File: config.mk
export PLATFORM = sky130hd
export DESIGN_NAME = memory_access_unit_flat
export DESIGN_NICKNAME = d
export VERILOG_FILES = /design/src/rtl/memory_access_unit_if.sv /design/src/rtl/memory_access_unit.sv /design/src/flat_wrapper.sv
export SDC_FILE = /design/constraint.sdc
export NUM_CORES = 1
export LEC_CHECK = 0
export ABC_CLOCK_PERIOD_IN_PS = 1900
export CAP_MARGIN = 20
export CORE_MARGIN = 2
export CORE_UTILIZATION = 42
export DETAILED_ROUTE_END_ITERATION = 7
export PLACE_DENSITY = 0.85
export SYNTH_ARGS = -nofsm -noshare
export SYNTH_HDL_FRONTEND = slang
export SYNTH_SLANG_ARGS = --single-unit
export TNS_END_PERCENT = 30
File: constraint.sdc
create_clock -name clock -period 1.9 [get_ports clock]
set_input_delay 0.285 -clock clock [delete_from_list [all_inputs] [get_ports clock]]
set_output_delay 0.285 -clock clock [all_outputs]
set_load 0.005 [all_outputs]
File: src/rtl/memory_access_unit_if.sv
// Core request/response port plus memory command/reply bus of memory_access_unit.
// The unit binds to the slave modport; the core and memory model sit on the master side.
interface memory_access_unit_if;
   logic        req_valid;
   logic        req_ready;
   logic        req_write;
   logic [1:0]  req_size;
   logic        req_unsigned;
   logic [31:0] req_addr;
   logic [31:0] req_wdata;
   logic        rsp_valid;
   logic        rsp_ready;
   logic [31:0] rsp_rdata;
   logic [1:0]  rsp_code;
   logic [3:0]  cCommand;
   logic [31:0] cAddress;
   logic [31:0] cData;
   logic        hReady;
   logic        hSignal;
   logic [31:0] hData;

   modport slave (
      input  req_valid, req_write, req_size, req_unsigned, req_addr, req_wdata,
      input  rsp_ready, hReady, hSignal, hData,
      output req_ready, rsp_valid, rsp_rdata, rsp_code, cCommand, cAddress, cData
   );

   modport master (
      output req_valid, req_write, req_size, req_unsigned, req_addr, req_wdata,
      output rsp_ready, hReady, hSignal, hData,
      input  req_ready, rsp_valid, rsp_rdata, rsp_code, cCommand, cAddress, cData
   );
endinterface

File: src/rtl/memory_access_unit.sv
// Single-outstanding load/store front end: alignment check, memory command issue,
// reply capture with timeout, and sign/zero-extended response.
module memory_access_unit #(
   parameter int unsigned TIMEOUT = 1023
) (
   input logic                  clock,
   input logic                  reset,
   memory_access_unit_if.slave  bus
);

   localparam int unsigned CntW = $clog2(TIMEOUT + 1);

   localparam logic [3:0] MemoryInterfaceCommandNop = 4'h0;
   localparam logic [3:0] MemoryInterfaceCommandRb  = 4'h1;
   localparam logic [3:0] MemoryInterfaceCommandRs  = 4'h2;
   localparam logic [3:0] MemoryInterfaceCommandRw  = 4'h3;
   localparam logic [3:0] MemoryInterfaceCommandWb  = 4'h4;
   localparam logic [3:0] MemoryInterfaceCommandWs  = 4'h5;
   localparam logic [3:0] MemoryInterfaceCommandWw  = 4'h6;

   typedef enum logic [1:0] {StIdle, StIssue, StResp} state_e;

   state_e            state_q, state_d;
   logic [CntW-1:0]   cnt_q, cnt_d;
   logic              write_q, write_d;
   logic [1:0]        size_q, size_d;
   logic              uns_q, uns_d;
   logic [3:0]        cmd_q, cmd_d;
   logic [31:0]       addr_q, addr_d;
   logic [31:0]       data_q, data_d;
   logic [31:0]       rdata_q, rdata_d;
   logic [1:0]        code_q, code_d;
   logic              req_ready_q, req_ready_d;
   logic              misaligned;
   logic [31:0]       ext_data;

   assign misaligned = (bus.req_size == 2'b11) ||
                       (bus.req_size == 2'b01 && bus.req_addr[0]) ||
                       (bus.req_size == 2'b10 && bus.req_addr[1:0] != 2'b00);

   always_comb begin
      case (size_q)
         2'b00:   ext_data = uns_q ? {24'h0, bus.hData[7:0]}
                                   : {{24{bus.hData[7]}}, bus.hData[7:0]};
         2'b01:   ext_data = uns_q ? {16'h0, bus.hData[15:0]}
                                   : {{16{bus.hData[15]}}, bus.hData[15:0]};
         default: ext_data = bus.hData;
      endcase
   end

   always_comb begin
      state_d = state_q;
      cnt_d   = cnt_q;
      write_d = write_q;
      size_d  = size_q;
      uns_d   = uns_q;
      cmd_d   = cmd_q;
      addr_d  = addr_q;
      data_d  = data_q;
      rdata_d = rdata_q;
      code_d  = code_q;

      unique case (state_q)
         StIdle: begin
            if (bus.req_valid && req_ready_q) begin
               write_d = bus.req_write;
               size_d  = bus.req_size;
               uns_d   = bus.req_unsigned;
               rdata_d = 32'h0;
               if (misaligned) begin
                  code_d  = 2'b01;
                  state_d = StResp;
               end else begin
                  unique case ({bus.req_write, bus.req_size})
                     3'b000:  cmd_d = MemoryInterfaceCommandRb;
                     3'b001:  cmd_d = MemoryInterfaceCommandRs;
                     3'b010:  cmd_d = MemoryInterfaceCommandRw;
                     3'b100:  cmd_d = MemoryInterfaceCommandWb;
                     3'b101:  cmd_d = MemoryInterfaceCommandWs;
                     default: cmd_d = MemoryInterfaceCommandWw;
                  endcase
                  addr_d  = bus.req_addr;
                  data_d  = bus.req_write ? bus.req_wdata : 32'h0;
                  cnt_d   = '0;
                  state_d = StIssue;
               end
            end
         end
         StIssue: begin
            // A reply in the same cycle as the timeout wins
            if (bus.hReady) begin
               code_d  = bus.hSignal ? 2'b10 : 2'b00;
               rdata_d = (bus.hSignal || write_q) ? 32'h0 : ext_data;
               cmd_d   = MemoryInterfaceCommandNop;
               addr_d  = 32'h0;
               data_d  = 32'h0;
               state_d = StResp;
            end else if (cnt_q == CntW'(TIMEOUT)) begin
               code_d  = 2'b11;
               rdata_d = 32'h0;
               cmd_d   = MemoryInterfaceCommandNop;
               addr_d  = 32'h0;
               data_d  = 32'h0;
               state_d = StResp;
            end else begin
               cnt_d = cnt_q + CntW'(1);
            end
         end
         default: begin
            if (bus.rsp_ready) begin
               rdata_d = 32'h0;
               code_d  = 2'b00;
               state_d = StIdle;
            end
         end
      endcase

      // Memory must have dropped hReady before the next command can go out
      req_ready_d = (state_d == StIdle) && !bus.hReady;
   end

   always_ff @(posedge clock or negedge reset) begin
      if (!reset) begin
         state_q     <= StIdle;
         cnt_q       <= '0;
         write_q     <= 1'b0;
         size_q      <= 2'b00;
         uns_q       <= 1'b0;
         cmd_q       <= MemoryInterfaceCommandNop;
         addr_q      <= 32'h0;
         data_q      <= 32'h0;
         rdata_q     <= 32'h0;
         code_q      <= 2'b00;
         req_ready_q <= 1'b0;
      end else begin
         state_q     <= state_d;
         cnt_q       <= cnt_d;
         write_q     <= write_d;
         size_q      <= size_d;
         uns_q       <= uns_d;
         cmd_q       <= cmd_d;
         addr_q      <= addr_d;
         data_q      <= data_d;
         rdata_q     <= rdata_d;
         code_q      <= code_d;
         req_ready_q <= req_ready_d;
      end
   end

   assign bus.req_ready = req_ready_q;
   assign bus.rsp_valid = (state_q == StResp);
   assign bus.rsp_rdata = rdata_q;
   assign bus.rsp_code  = code_q;
   assign bus.cCommand  = cmd_q;
   assign bus.cAddress  = addr_q;
   assign bus.cData     = data_q;

endmodule

File: src/flat_wrapper.sv
// flat-port wrapper written by rule: the top's interface ports become plain ports
module memory_access_unit_flat 
#(
   parameter int unsigned TIMEOUT = 1023
)
  (clock, reset, bus_req_valid, bus_req_write, bus_req_size, bus_req_unsigned, bus_req_addr, bus_req_wdata, bus_rsp_ready, bus_hReady, bus_hSignal, bus_hData, bus_req_ready, bus_rsp_valid, bus_rsp_rdata, bus_rsp_code, bus_cCommand, bus_cAddress, bus_cData);
  memory_access_unit_if bus_i ();
  input logic clock;
  input logic reset;
  input wire logic [$bits(bus_i.req_valid)-1:0] bus_req_valid;
  input wire logic [$bits(bus_i.req_write)-1:0] bus_req_write;
  input wire logic [$bits(bus_i.req_size)-1:0] bus_req_size;
  input wire logic [$bits(bus_i.req_unsigned)-1:0] bus_req_unsigned;
  input wire logic [$bits(bus_i.req_addr)-1:0] bus_req_addr;
  input wire logic [$bits(bus_i.req_wdata)-1:0] bus_req_wdata;
  input wire logic [$bits(bus_i.rsp_ready)-1:0] bus_rsp_ready;
  input wire logic [$bits(bus_i.hReady)-1:0] bus_hReady;
  input wire logic [$bits(bus_i.hSignal)-1:0] bus_hSignal;
  input wire logic [$bits(bus_i.hData)-1:0] bus_hData;
  output wire logic [$bits(bus_i.req_ready)-1:0] bus_req_ready;
  output wire logic [$bits(bus_i.rsp_valid)-1:0] bus_rsp_valid;
  output wire logic [$bits(bus_i.rsp_rdata)-1:0] bus_rsp_rdata;
  output wire logic [$bits(bus_i.rsp_code)-1:0] bus_rsp_code;
  output wire logic [$bits(bus_i.cCommand)-1:0] bus_cCommand;
  output wire logic [$bits(bus_i.cAddress)-1:0] bus_cAddress;
  output wire logic [$bits(bus_i.cData)-1:0] bus_cData;
  assign bus_i.req_valid = bus_req_valid;
  assign bus_i.req_write = bus_req_write;
  assign bus_i.req_size = bus_req_size;
  assign bus_i.req_unsigned = bus_req_unsigned;
  assign bus_i.req_addr = bus_req_addr;
  assign bus_i.req_wdata = bus_req_wdata;
  assign bus_i.rsp_ready = bus_rsp_ready;
  assign bus_i.hReady = bus_hReady;
  assign bus_i.hSignal = bus_hSignal;
  assign bus_i.hData = bus_hData;
  assign bus_req_ready = bus_i.req_ready;
  assign bus_rsp_valid = bus_i.rsp_valid;
  assign bus_rsp_rdata = bus_i.rsp_rdata;
  assign bus_rsp_code = bus_i.rsp_code;
  assign bus_cCommand = bus_i.cCommand;
  assign bus_cAddress = bus_i.cAddress;
  assign bus_cData = bus_i.cData;
  memory_access_unit #(.TIMEOUT(TIMEOUT)) u_core (.clock(clock), .reset(reset), .bus(bus_i));
endmodule
## Yosys cells after proc, flatten, opt, wreduce, memory -nomap -nowiden

Index checks and enable logic that the tools add are counted.
W data, S select, Z words.

| storage, ports and cells | value |
|---|---|
| register bits after elaboration | 119 |
| word-level logic and storage cells | 90 |
| output and inout bits | 104 |

| operators by class | value |
|---|---|
| multiplexer cells | 41 |
| eq/ne operators | 17 |
| reduce and logical (&&, ||, !) cells | 20 |
| $add $sub $neg | 1 |

Operators by type and width:

| kind | number |
|---|---|
| $mux W32 | 13 |
| $pmux W32 S2 | 4 |
| $mux W10 | 4 |
| $mux W2 | 11 |
| $pmux W10 S2 | 1 |
| $mux W4 | 4 |
| $pmux W3 S5 | 1 |
| $add A10 B1 Y10 const B | 1 |
| $eq A10 B10 Y1 const B | 1 |
| $pmux W2 S2 | 2 |
| $pmux W4 S2 | 1 |
| $reduce_and A4 Y1 | 2 |
| $eq A2 B1 Y1 const B | 3 |
| $eq A2 B2 Y1 const B | 3 |
| $eq A3 B3 Y1 const B | 2 |
| $logic_not A2 Y1 | 3 |
| $ne A2 B2 Y1 const B | 3 |
| $reduce_and A5 Y1 | 1 |
| $logic_and A1 B1 Y1 | 4 |
| $ne A2 B1 Y1 const B | 2 |
| $reduce_bool A2 Y1 | 2 |
| $eq A3 B1 Y1 const B | 1 |
| $eq A3 B2 Y1 const B | 1 |
| $logic_not A3 Y1 | 1 |
| 6 further kinds | 8 |

## Longest topological paths before layout

Gate-level depths: netlist of run 1.

| logic depth | value |
|---|---|
| depth in word-level cells | 9 |
| depth in mapped cells | 8 |

## Least setup slack after synthesis of run 1

Ideal clock, no wire load.

| timing | value |
|---|---|
| kind | reg-to-reg |
| start point | reg u_core.cnt_q[0] |
| end point | reg u_core.rdata_q[13] (netlist: u_core.bus.rsp_rdata[13]) |
| library setup time | 0.121 ns |
| data required time | 1.779 ns |
| slack | 0.139 ns |
| data arrival time | 1.640 ns |
| stages on the path, launching flop included | 7 |
| path through | dfrtp_1 ha_1 nand3_4 o31ai_4 nand3_4 buf_6 a22o_1 |

| between the ends | value |
|---|---|
| word-level cells in the longest chain between the ends | 3 |

Ends and longest elaborated chain:

| element | line | source |
|---|---|---|
| from (decl) | memory_access_unit.sv:24 | `logic [CntW-1:0] cnt_q, cnt_d;` |
| from (signal assigned) | memory_access_unit.sv:137 | `cnt_q <= cnt_d;` |
| $eq A10 B10 Y1 | memory_access_unit.sv:98 | `end else if (cnt_q == CntW'(TIMEOUT)) begin` |
| $ne A3 B2 Y1 (no line) | n/a |  |
| $reduce_and A3 Y1 (no line) | n/a |  |
| to (signal assigned) | memory_access_unit.sv:144 | `rdata_q <= rdata_d;` |
| to (decl) | memory_access_unit.sv:31 | `logic [31:0] rdata_q, rdata_d;` |

No other way between the ends.
A chain may end at the register's enable or synchronous reset.

## Worst setup path in the final report of run 1

| timing | value |
|---|---|
| start point | reg u_core.cnt_q[1] |
| end point | reg u_core.rdata_q[11] (netlist: u_core.bus.rsp_rdata[11]) |

Same word-level chain as after synthesis.

==> results of run 1 <==
## final cells by class
class | instances | area share [%]
Sequential cell | 118 | 37.6
Timing Repair Buffer | 240 | 30.8
Multi-Input combinational cell | 221 | 22.0
Clock buffer | 20 | 5.80
Tap cell | 143 | 2.27
Clock inverter | 11 | 1.29
Inverter | 6 | 0.286
## cells in the mapped netlist (2+ instances only)
| library cell | instances | area (um^2) |
|---|---|---|
| a22o_1 | 80 | 701 |
| mux2_2 | 4 | 45.0 |
| and3_1 | 2 | 12.5 |
| nor3_1 | 3 | 15.0 |
| o311a_1 | 2 | 20.0 |
| o2bb2ai_1 | 16 | 140 |
| clkbuf_1 | 4 | 15.0 |
| inv_1 | 6 | 22.5 |
| nor2_1 | 7 | 26.3 |
| buf_6 | 6 | 67.6 |
| o21a_1 | 2 | 15.0 |
| nand3_4 | 3 | 52.6 |
| o21ai_0 | 16 | 80.1 |
| nand3_1 | 7 | 35.0 |
| o211ai_1 | 4 | 30.0 |
| dfrtp_1 | 118 | 2950 |
| buf_4 | 6 | 45.0 |
| mux2i_1 | 2 | 20.0 |
| buf_2 | 10 | 50.1 |
| nand2_1 | 19 | 71.3 |
| o31ai_1 | 3 | 22.5 |
| nor2b_1 | 17 | 106 |
| a21oi_1 | 7 | 35.0 |
## sequential cells by signal, summed over array words and instances (netlist names)
signal,flops
u_core.bus.cCommand,3
u_core.uns_q,1
u_core.bus.cAddress,32
u_core.bus.cData,32
u_core.bus.rsp_code,2
u_core.cnt_q,10
u_core.bus.req_ready,1
u_core.bus.rsp_rdata,32
u_core.write_q,1
u_core.size_q,2
u_core.state_q,2
## routing by layer
metal	track usage [%]	share of wire, %
met5	0	0
met4	7.00	1.2
met3	7.62	8.4
met2	38.0	48
met1	30.0	43
## through the flow
step / setup TNS, ns / std cells / power (mW) / area, um^2
after floorplan: 0 / 372 / 5.85 / 4850
after global placement: -5.82 / 726 / 8.28 / 7270
after detailed placement: -12.72 / 726 / 8.45 / 7270
after CTS: 0 / 759 / 11.5 / 7850
after global routing: 0 / 759 / 12.1 / 7870
final: 0 / 759 / 11.5 / 7870
## worst min path at each step
| stage | end | cells past startpoint |
|---|---|---|
| 5_1_grt | u_core.bus.rsp_rdata[3] | 2 |
| 2_1_floorplan | u_core.bus.cAddress[0] | 0 |
| 4_1_cts | u_core.bus.rsp_rdata[9] | 2 |
| 3_3_place_gp | u_core.bus.rsp_rdata[6] | 1 |
| 6_report | u_core.bus.rsp_rdata[3] | 2 |
| 3_5_place_dp | u_core.bus.rsp_rdata[9] | 1 |
## cells by family after synthesis
family	count (synthesis)
xor gates and xnor gates	1
DFF	118
AOI/OAI and AO/OA	141
adders and majority gates	1
and+or+nand+nor	71
muxes	6
other	1
buffers and inverters	33
## report_power, final
| group | switching, mW | total [mW] | leakage (nW) | internal (mW) |
|---|---|---|---|---|
| sequential | 0.695 | 4.14 | 1.59 | 3.44 |
| clock | 1.12 | 2.98 | 0.265 | 1.86 |
| combinational | 1.63 | 4.34 | 1.63 | 2.71 |
## what timing repair did
item / in CTS / in global routing
setup buffers: 1 / 0
setup endpoints to repair: 17 / 85
pin swaps: 1 / 0
endpoints found under the hold margin: 34 / 0
gates resized for setup: 2 / 6
hold buffers: 1 / 0
==> metrics.yaml, run 1 <==
critical_path:
  cp.arrival_ns: 2.07
  required_ns: 2.18
  critPathCapture: "u_core.bus.rsp_rdata[11]"
  cpMostUsedCell: "nand3_4"
  max_stage_delay_ns: 0.36
  cp_top_family: "compound AO/OA/AOI/OAI gates"
  crit_chain: "ha_2 > nand3_4 > o31ai_4 > nand3_4 > buf_12 > a22o_1"
  criticalPathCategory: "reg2reg"
  endpoint_kind: "flop"
  crit_path_max_fanout: 32
  slowest_stage: "dfrtp_1"
  startpoint: "u_core.cnt_q[1]"
  path_buf_inv: 1
  rr_worst_depth: 6
  reg2reg_from: "u_core.cnt_q[1]"
  path_depth: 6
  cp-start-kind: "flop"
  ff2ff_setup_slack_ns: 0.11
  r2r_end: "u_core.bus.rsp_rdata[11]"
clock_tree:
  cts.clk_slew.worst_paths_ns: 0.05
  clock_latency_ns: 0.40
  clk_path_buf_depth: 2
  cts_num_sinks: 118
  cts_tree: "yes"
  clockRootBuffer: "clkbuf_16"
  cts_max_level: 4
  cts_made_buffers: 17
sta:
  clock_skew_ns: 0.00761
  rsz0062_at_grt: "no"
  hold_viol_final: 0
  finalCriticalPeriod_ns: 1.79
  setup_ws_ns: 0.114
  worst_pin_slew_ns: 0.676
  hold_slack_ns: 0.405
  max_freq_mhz: 560
  setup_violations: 0
  period_share_pct: 94.0
  final-max-slew-violation-count: 0
  max_slew_margin_pct: 54.9
placement:
  portBuffers: 208
  place_ws_ns: -0.240
  hpwlAfterDp_um: 10300
  gp_congestion: 0.840
run_status:
  outcome: "finished, final reports clean"
pwr:
  ir_worst_vdd_v: 0.000849
  p_per_area_nw_per_um2: 1460
  p_leak_nw: 3.49
global_route:
  antenna_found_initial: 0
  grt_pass1_wl_um: 22900
  grt_overflow_total: 0
  grt_max_degree: 43
  grt_pass1_vias: 4437
  track_usage_pct: 23.3
yosys:
  synth_edf_count: 0
  postSynthCellCount: 372
  ys_seq_elements: 118
  seq_area_frac_synth_pct: 60.9
  yosys.area_share.simple_pct: 9.46
  synth-main-ff-cell: "dfrtp_1"
  syn-num-nets: 479
  async_flop_share_pct: 100
  netlist_area_um2: 4850
  yosysWarnings: 0
  synth_compound_area_share_pct: 23.6
  synth_adder_area_share_pct: 0.258
  synth_cell_types: 51
  synth_mux_area_share_pct: 1.34
  synth-xor-area-share_pct: 0.181
  syn_avg_cell_area_um2: 13.0
  synth_top_family_by_area: "compound AO/OA/AOI/OAI gates"
worst_hold_path:
  hp-class: "in2async"
routing:
  initialDrtViolationCount: 288
  wl_per_cell_um: 18.7
  vias: 4106
  drc: 0
  ant_nets: 0
  dr.pass1.iters: 5
  viasPerCell: 5.41
  routed_wirelength_um: 14200
floorplan:
  start_util_pct: 42.7
  core_um2: 11400
  dieArea_um2: 12400
  die_h_um: 111
  fp-row-count: 39
  die_w_um: 111
  ios: 210
cells_and_area:
  nNetsFinal: 711
  area_delta_synth_final_pct: 62.2
  fin_util_pct: 69.2
  multiInputGateArea_um2: 1730
  ff_latch_area_um2: 2960
  fillers: 810
  final_cell_mix: "206 x clkdlybuf4s50_1, 116 x dfrtp_1, 80 x a22o_1"
  drive_gt1_share_pct: 14.1
  n_antenna_cell: 0
  layout_commonest_cell: "clkdlybuf4s50_1"
run:
  cap_violations: 0
Power figures use the tool's default switching activity.
==> run 2: changes to the inputs <==
CAP_MARGIN = 10   (was 20)
==> results of run 2 <==
Same layout as run 1: the final DEF is identical, and so are final timing and power.
